$ cat config.mk
export PLATFORM = sky130hd
export DESIGN_NAME = mem_port_arbiter
export DESIGN_NICKNAME = d
export VERILOG_FILES = /design/src/rtl/mem_port_arbiter.sv
export SDC_FILE = /design/constraint.sdc
export NUM_CORES = 1
export LEC_CHECK = 0
export CORE_ASPECT_RATIO = 0.6
export CORE_MARGIN = 8
export CORE_UTILIZATION = 40
export CTS_CLUSTER_DIAMETER = 200
export CTS_CLUSTER_SIZE = 25
export DETAILED_ROUTE_END_ITERATION = 10
export PLACE_DENSITY = 0.95
export SLEW_MARGIN = 25
export SYNTH_ARGS = -nofsm -noshare
export SYNTH_HDL_FRONTEND = slang
export SYNTH_SLANG_ARGS = --single-unit
$ cat constraint.sdc
create_clock -name clk -period 3.6 [get_ports clk]
set_clock_uncertainty 0.15 [all_clocks]
set_input_delay 0.54 -clock clk [delete_from_list [all_inputs] [get_ports clk]]
set_output_delay 0.54 -clock clk [all_outputs]
set_load 0.01 [all_outputs]
$ cat src/rtl/mem_port_arbiter.sv
// Arbiter sharing one single-ported, fixed-latency memory between instruction fetch
// and load/store. Data wins by default; a starvation limit forces fetch progress.
module mem_port_arbiter #(
    parameter int D_SIZE     = 32,
    parameter int AW         = 10,
    parameter int MEM_LAT    = 2,
    parameter int STARVE_LIM = 4
) (
    input  logic              clk,
    input  logic              reset,
    input  logic              if_req,
    input  logic [AW-1:0]     if_addr,
    output logic              if_ack,
    output logic [D_SIZE-1:0] if_rdata,
    input  logic              dm_req,
    input  logic              dm_we,
    input  logic [AW-1:0]     dm_addr,
    input  logic [D_SIZE-1:0] dm_wdata,
    output logic              dm_ack,
    output logic [D_SIZE-1:0] dm_rdata,
    output logic              mem_en,
    output logic              mem_we,
    output logic [AW-1:0]     mem_addr,
    output logic [D_SIZE-1:0] mem_wdata,
    input  logic [D_SIZE-1:0] mem_rdata,
    output logic              busy,
    output logic [15:0]       conflict_cnt
);

    localparam logic [1:0] S_IDLE  = 2'd0;
    localparam logic [1:0] S_ISSUE = 2'd1;
    localparam logic [1:0] S_WAIT  = 2'd2;
    localparam logic [1:0] S_RESP  = 2'd3;

    localparam logic       OWN_FETCH  = 1'b0;
    localparam logic       OWN_DATA   = 1'b1;
    localparam logic       LAT_GT1    = (MEM_LAT > 1);
    localparam logic [3:0] LAT_M1     = 4'(MEM_LAT - 1);
    localparam logic [3:0] STARVE_MAX = 4'(STARVE_LIM);

    logic [1:0]        r_state;
    logic [3:0]        r_wait_cnt;
    logic              r_owner;
    logic [3:0]        r_starve_cnt;
    logic [15:0]       r_conflict_cnt;
    logic              r_if_ack;
    logic              r_dm_ack;
    logic              r_mem_en;
    logic              r_mem_we;
    logic              r_busy;
    logic [AW-1:0]     r_mem_addr;
    logic [D_SIZE-1:0] r_mem_wdata;

    logic              w_any_req;
    logic              w_both_req;
    logic              w_pick_if;
    logic              w_grant;
    logic [1:0]        w_state_nxt;

    // Arbitration decision, evaluated against the requests seen in IDLE
    always_comb begin
        w_any_req  = if_req | dm_req;
        w_both_req = if_req & dm_req;
        w_pick_if  = if_req & (~dm_req | (r_starve_cnt == STARVE_MAX));
        w_grant    = (r_state == S_IDLE) & w_any_req;
    end

    // Next-state logic for the transaction sequencer
    always_comb begin
        w_state_nxt = r_state;
        case (r_state)
            S_IDLE: begin
                if (w_any_req) begin
                    w_state_nxt = S_ISSUE;
                end else begin
                    w_state_nxt = S_IDLE;
                end
            end
            S_ISSUE: begin
                if (LAT_GT1) begin
                    w_state_nxt = S_WAIT;
                end else begin
                    w_state_nxt = S_RESP;
                end
            end
            S_WAIT: begin
                if (r_wait_cnt == 4'd1) begin
                    w_state_nxt = S_RESP;
                end else begin
                    w_state_nxt = S_WAIT;
                end
            end
            S_RESP:  w_state_nxt = S_IDLE;
            default: w_state_nxt = S_IDLE;
        endcase
    end

    // Sequencer state, latched transaction and registered strobes
    always_ff @(posedge clk) begin
        if (reset) begin
            r_state     <= S_IDLE;
            r_wait_cnt  <= 4'd0;
            r_owner     <= OWN_FETCH;
            r_mem_addr  <= '0;
            r_mem_we    <= 1'b0;
            r_mem_wdata <= '0;
            r_mem_en    <= 1'b0;
            r_if_ack    <= 1'b0;
            r_dm_ack    <= 1'b0;
            r_busy      <= 1'b0;
        end else begin
            r_state  <= w_state_nxt;
            r_mem_en <= (w_state_nxt == S_ISSUE);
            r_busy   <= (w_state_nxt != S_IDLE);
            // Owner is already stable whenever RESP is entered
            r_if_ack <= (w_state_nxt == S_RESP) & (r_owner == OWN_FETCH);
            r_dm_ack <= (w_state_nxt == S_RESP) & (r_owner == OWN_DATA);
            if (r_state == S_ISSUE) begin
                r_wait_cnt <= LAT_M1;
            end else if (r_state == S_WAIT) begin
                r_wait_cnt <= r_wait_cnt - 4'd1;
            end else begin
                r_wait_cnt <= r_wait_cnt;
            end
            if (w_grant) begin
                r_owner     <= w_pick_if ? OWN_FETCH : OWN_DATA;
                r_mem_addr  <= w_pick_if ? if_addr : dm_addr;
                r_mem_we    <= w_pick_if ? 1'b0 : dm_we;
                r_mem_wdata <= w_pick_if ? '0 : dm_wdata;
            end else begin
                r_owner     <= r_owner;
                r_mem_addr  <= r_mem_addr;
                r_mem_we    <= r_mem_we;
                r_mem_wdata <= r_mem_wdata;
            end
        end
    end

    // Starvation and conflict counters, both updated only on IDLE decisions
    always_ff @(posedge clk) begin
        if (reset) begin
            r_starve_cnt   <= 4'd0;
            r_conflict_cnt <= 16'd0;
        end else begin
            if (r_state != S_IDLE) begin
                r_starve_cnt <= r_starve_cnt;
            end else if (!if_req || w_pick_if) begin
                r_starve_cnt <= 4'd0;
            end else if (dm_req && (r_starve_cnt != STARVE_MAX)) begin
                r_starve_cnt <= r_starve_cnt + 4'd1;
            end else begin
                r_starve_cnt <= r_starve_cnt;
            end
            if ((r_state == S_IDLE) && w_both_req && (r_conflict_cnt != 16'hFFFF)) begin
                r_conflict_cnt <= r_conflict_cnt + 16'd1;
            end else begin
                r_conflict_cnt <= r_conflict_cnt;
            end
        end
    end

    assign if_ack       = r_if_ack;
    assign dm_ack       = r_dm_ack;
    assign if_rdata     = r_if_ack ? mem_rdata : '0;
    assign dm_rdata     = r_dm_ack ? mem_rdata : '0;
    assign mem_en       = r_mem_en;
    assign mem_we       = r_mem_we;
    assign mem_addr     = r_mem_addr;
    assign mem_wdata    = r_mem_wdata;
    assign busy         = r_busy;
    assign conflict_cnt = r_conflict_cnt;

endmodule
Word level (Yosys, flattened, before mapping)
Index checks and enable logic that the tools add are counted.
{"block": "totals", "register_bits": 74, "latch_bits": 0, "mem_bits_rw": 0, "rom_bits": 0, "in_bits": 89, "output_inout_bits": 127, "word_cells": 60, "mem_count": 0}
{"block": "classes", "addsub": 3, "multipliers": 0, "div": 0, "magnitude_cmp": 0, "n_eq_ne": 9, "shift": 0, "n_mux": 13, "bitwise_logic": 10, "n_reduce_logical": 12}
{"op": "2-to-1 mux 32 bit", "count": 3}
{"op": "adder 16 x 1 -> 16 bit (second input constant)", "count": 1}
{"op": "!= test 16 bit (second input constant)", "count": 1}
{"op": "2-to-1 mux 10 bit", "count": 1}
{"op": "2-to-1 mux 4 bit", "count": 2}
{"op": "case mux 2 bit (4 select lines)", "count": 1}
{"op": "nonzero test 2 bit", "count": 4}
{"op": "== test 2 bit (second input constant)", "count": 3}
{"op": "2-to-1 mux 1 bit", "count": 6}
{"op": "bitwise AND 1 bit", "count": 5}
{"op": "adder 4 x 1 -> 4 bit (second input constant)", "count": 1}
{"op": "== test 2 x 1 -> 1 bit (second input constant)", "count": 2}
{"op": "== test 4 x 1 -> 1 bit (second input constant)", "count": 1}
{"op": "== test 4 x 3 -> 1 bit (second input constant)", "count": 1}
{"op": "!= test 4 x 3 -> 1 bit (second input constant)", "count": 1}
{"op": "subtractor 4 x 1 -> 4 bit (second input constant)", "count": 1}
{"op": "logical AND 1 bit", "count": 3}
{"op": "inverter 1 bit", "count": 3}
{"op": "logical NOT 2 bit", "count": 1}
{"op": "bitwise OR 1 bit", "count": 2}
{"op": "AND reduction 2 bit", "count": 1}
{"op": "OR reduction 2 bit", "count": 1}
{"op": "logical NOT 1 bit", "count": 1}
{"op": "logical OR 1 bit", "count": 1}

Longest topological paths before layout
{"block": "depth", "depth_word": 6, "mapped_depth": 8, "mapped_depth_nobuf": 7}

Worst setup path before layout
Ideal clock, no wire load.
{"block": "synth_timing", "kind": "flip-flop to flip-flop", "from": "reg r_conflict_cnt[0], in the netlist conflict_cnt[0]", "to": "reg r_conflict_cnt[5], in the netlist conflict_cnt[5]", "setup_time_ns": 0.121, "arrival_time_ns": 1.858, "required_ns": 3.329, "setup_slack_ns": 1.471, "stages_incl_launch_ff": 7, "n_path_buf": 1, "synth_period_minus_slack_ns": 2.129, "cell_sequence": "dfxtp_1 ha_1 buf_2 nand3_1 nor4_2 nand3b_1 mux2_2"}
{"block": "synth_between", "elab_chain_len": 2, "word_cells_on_any_way": 3, "classes_between": "add/sub: 1; eq/ne: 1; reduce/logical: 1"}
{"element": "from (decl)", "line": "45", "text": "logic [15:0] r_conflict_cnt;"}
{"element": "from (signal assigned)", "line": "155", "text": "r_conflict_cnt <= r_conflict_cnt + 16'd1;"}
{"element": "from (signal assigned)", "line": "157", "text": "r_conflict_cnt <= r_conflict_cnt;"}
{"element": "branches (longest 2 deep; another with adder 16 x 1 -> 16 bit)"}
Parallel ways; which one is timed is not known.
A chain may end at the register's enable or synchronous reset.

Worst setup path after layout
{"block": "layout_timing", "from": "reg r_if_ack, in the netlist if_ack", "to": "out if_rdata[23]"}
{"block": "layout_between", "elab_chain_len": 1}
{"element": "from (decl)", "line": "46", "text": "logic r_if_ack;"}
{"element": "from (signal assigned)", "line": "116", "text": "r_if_ack <= (w_state_nxt == S_RESP) & (r_owner == OWN_FETCH);"}
{"element": "2-to-1 mux 32 bit", "line": "164", "text": "assign if_rdata = r_if_ack ? mem_rdata : '0;"}
{"element": "to (decl)", "line": "14", "text": "output logic [D_SIZE-1:0] if_rdata,"}
No other way between the ends.

==> reports/metrics.cfg <==
[outcome]
status=completed

[timing]
worst_pin_slew_ns=0.795
rsz0062_at_grt=no
fmax_ghz=0.377
holdWs_ns=0.285
hold_viol=0
finalSetupViolations=0
maxSlewHeadroom=0.466
min_period_ns=2.65
drv_slew=0
finalCritPeriodShare=0.737
timing.setup.tns_ns=0

[global_route]
grt_pass1_wl_mm=18.8
grt_max_degree=47
grt_use_total=0.196
grt_pass1_vias=3696
antenna_found_initial=0
grt_remaining_overflow=0

[pwr]
power_density_nw_per_um2=421
seqPwrFrac=0.381
power_switching_mw=0.669
p_leak_nw=2.27
internal-power_mw=1.85
vdd_ir_drop_max_v=0.000334
p_clk_frac=0.385
p_comb_frac=0.234
switching_share=0.266

[synthesis]
yosysTopAreaCellShare=0.432
yosysMostFrequentCell=dfxtp_1
yosysUniqueCellTypes=45
synth_nets=483
synth_warnings=0
synthTopCellsByCount=74 x dfxtp_1, 64 x and2_1, 33 x nand2_1, 32 x a22o_1, 28 x nor2_1
ys_ff_latch=74
synth_edf_count=0
synth.avg_cell_area_um2=8.90
syn_area_um2=3430
synthTopCellsByArea=dfxtp_1 43%, and2_1 12%, a22o_1 8.2%
synth_top_area_cell=dfxtp_1
synthFlopType=dfxtp_1
seq_area_frac_synth=0.432
synthCells=385
ys_async_sr_fraction=0

[cts]
clkLatencyLatePin_ns=0.33
cts-root-buf=clkbuf_16
cts_buffer_depth=2
cts_tree=done
cts.sinks=74
cts_buffers=9
postCtsSetupBuffers=0
cts_hold_buffers=0
cts_resized=0
clk_pin_slew_ns=0.06
ctsHtreeMaxLevel=3

[drt]
drt_wl_total_mm=12.5
drt_iter0_drc=188
via_per_inst=5.17
drt_first_pass_iters=5
wl_per_cell_um=17.7
drtAntennaViolNets=0
drc=0
vias=3651

[floorplanning]
die_w_um=135
dieArea_um2=11900
io_pins=216
die_h_um=87.7
floorplan.initialDensity=0.407
fp.coreArea_um2=8430
core.rowCount=26

[setup_path]
endpoint_kind=primary output
critPathKind=flip-flop to primary output
cp.arrival_ns=1.96
crit_fanout=33
crit_path_start_kind=flip-flop
required_ns=2.91

[placement]
dpl_cell_area_um2=5650
placed_cells=690
io_buffer_count=215
dp_hpwl_mm=9.73
routabilityCongestion=0.888

[finish]
syn_to_final_growth_pct=74.6
antenna_cells=0
nets=687
instances_no_fill=706
layout-drive-gt1-share=0.0488
fin_area_um2=5980

[hold_path]
hold_class=flip-flop to flip-flop

[run]
cap_violations=0

power by group through the flow:
stage / Combinational, mW / Clock [mW] / Sequential [mW]
final: 0.589 / 0.968 / 0.957
after global routing: 0.634 / 1.02 / 0.967
after CTS: 0.592 / 0.985 / 0.957
after detailed placement: 0.586 / 0 / 0.972
after global placement: 0.565 / 0 / 0.968
after floorplan: 0.222 / 0 / 0.986
cell usage in the layout, fill, tap and decap left out, drive strengths merged, types with 3 or more instances in the layout:
master	netlist	layout
a21oi	11	11
nor2	28	28
and3	3	3
nor3	8	8
a311oi	10	10
dfxtp	74	74
a22o	32	32
or4	3	3
and2	64	64
nor4	3	3
or3	4	4
mux2	7	7
nand4	4	4
a211oi	4	4
buf	8	4
o31ai	5	5
nand3	9	9
inv	11	13
nand2b	5	5
clkbuf	18	9
o21ai	5	5
clkdlybuf4s50	0	215
nor2b	8	8
ha	9	9
nand2	33	33
per-layer routing:
| metal | routed length, um | GRT usage | vias up |
|---|---|---|---|
| li1 | - | - | 1761 |
| met1 | 4780 | 0.204 | 1668 |
| met2 | 6190 | 0.362 | 200 |
| met3 | 1260 | 0.0704 | 22 |
| met4 | 241 | 0.0671 | 0 |
| met5 | 0 | 0 | - |
path summary, 6_finish.rpt:
kind	start	endpoint	slack [ns]	cells past startpoint
min reg2reg	r_owner	if_ack	0.28	1
max reg2reg	conflict_cnt[0]	conflict_cnt[5]	1.11	5
max	if_ack	if_rdata[23]	0.95	2
min	r_owner	if_ack	0.28	1
worst max-delay path, stage by stage (launching register included):
cell and delay [ns]:
dfxtp_1 0.82, and2_1 0.25, clkdlybuf4s50_1 0.56
sequential cells by signal (all words and copies together) (netlist names):
signal        count
mem_en            1
r_wait_cnt        4
r_starve_cnt      4
mem_wdata        32
mem_we            1
dm_ack            1
r_state           2
if_ack            1
conflict_cnt     16
mem_addr         10
busy              1
r_owner           1
logic make-up (layout without fill, tap and decap cells):
group	after synthesis	after routing	synth area share
AOI/OAI and AO/OA	75	75	0.169
DFF	74	74	0.432
and+or+nand+nor	180	180	0.291
adders and majority gates	9	9	0.0329
buffers and inverters	37	246	0.0431
muxes	8	8	0.0259
xor gates and xnor gates	2	2	0.00511
per-stage QoR:
step / total power [mW] / util / worst slack [ns]
2_1_floorplan: 1.21 / - / 1.47
3_3_place_gp: 1.53 / 0.670 / 0.925
3_5_place_dp: 1.56 / 0.671 / 0.849
4_1_cts: 2.53 / 0.710 / 0.878
5_1_grt: 2.62 / 0.710 / 0.770
6_report: 2.51 / 0.710 / 0.948
area by class of cell:
type | count | area [um2]
Timing Repair Buffer | 219 | 2180
Inverter | 11 | 41.3
Tap cell | 112 | 140
Clock buffer | 9 | 225
Fill cell | 581 | 2440
Clock inverter | 7 | 101
Multi-Input combinational cell | 274 | 1810
Sequential cell | 74 | 1480
(Power assumes the default switching activity.)
==> RTL edit (same settings) <==
Change the parameter `D_SIZE` from 32 to 16.
--- a/src/rtl/mem_port_arbiter.sv
+++ b/src/rtl/mem_port_arbiter.sv
@@ -1,7 +1,7 @@
 // Arbiter sharing one single-ported, fixed-latency memory between instruction fetch
 // and load/store. Data wins by default; a starvation limit forces fetch progress.
 module mem_port_arbiter #(
-    parameter int D_SIZE     = 32,
+    parameter int D_SIZE     = 16,
     parameter int AW         = 10,
     parameter int MEM_LAT    = 2,
     parameter int STARVE_LIM = 4
Interface: changed (5 resized); port bits go from 216 to 136. No check against the original RTL was run, so the function may have changed too.
==> RTL edit against the unedited design <==
Wire length fell by 29%; via count fell by 23%; design area fell by 25%; cell count fell by 24%; critical endpoint is now mem_wdata[14]; total power fell by 17%; synthesized area fell by 20%; setup slack improved by 0.17 ns; largest cell class is now multi-input gates; sequential share of layout area rose by 1.1 points; sequential cell count fell by 16; hold slack improved by 0.022 ns.
==> RTL edit: results (changes against the unedited design) <==
[synth]
muxShareOfSynthArea_pct=2.01  ; -0.58 points
syn_avg_cell_area_sq_um=8.81  ; -1.0%
yosys.cell_types.count=49  ; +8.9%
ys_seq_area_share_pct=42.4  ; -0.85 points
synth_compound_area_share_pct=14.0  ; -3.0 points
synth.area.top_cells=dfxtp_1, and2_1, a22o_1, nor3_1, ha_1

[setup_path]
crit_arrival_ns=2.59  ; +0.63 ns
critPathMaxFanout=16  ; -52%
critPathSlowestCell=nor3_2
r2r_setup_slack_ns=1.13  ; +0.02 ns

[placed_design]
port_buffers=135  ; -37%
dpl_cell_area_sq_um=4150  ; -27%
gp_congestion=0.885  ; -0.35%

[cells_and_area]
instances_no_fill=537  ; -24%
layout-drive-gt1-share_pct=6.89  ; +2.0 points
nets=511  ; -26%

[detailed_routing]
drt-met1-wl_mm=3.88  ; -19%
wl_met2_mm=3.94  ; -36%
drtPass1Iterations=6  ; +1
avgRoutedWirePerCell_um=16.5  ; -6.8%
dr_wl_met3_um=932  ; -26%

[status]
status=completed

[power]
seq_power_share_pct=35.6  ; -2.5 points
combPwrFrac_pct=20.5  ; -2.9 points
vdd_drop_max_v=0.000321  ; -3.9%

[sta]
tightest_slew_ns=1.02  ; +0.224 ns

-- RTL edit: layout make-up --
class,instances,area (sq um),share of cell area [%]
Clock buffer,10,239,5.33
Clock inverter,6,90.1,2.01
Inverter,12,45.0,1.00
Multi-Input combinational cell,226,1470,32.7
Sequential cell,58,1160,25.9
Tap cell,87,109,2.43
Timing Repair Buffer,138,1370,30.6
-- RTL edit: path summary, 6_finish.rpt --
kind | to | cells after the start | start
max | mem_wdata[14] | 5 | dm_req
min | mem_wdata[11] | 2 | mem_wdata[11]
max reg2reg | mem_wdata[14] | 6 | r_starve_cnt[0]
min reg2reg | mem_wdata[11] | 2 | mem_wdata[11]
-- RTL edit: metal layers --
layer	track usage, %	vias to the layer above
li1	-	1380
met1	20.7	1296
met2	28.5	124
met3	6.79	11
met4	4.35	0
met5	0	-
-- RTL edit: worst min-delay path, cell delays in order (launching register included) --
cell	delay [ns]
dfxtp_1	0.31
nand2_1	0.05
a21oi_1	0.05
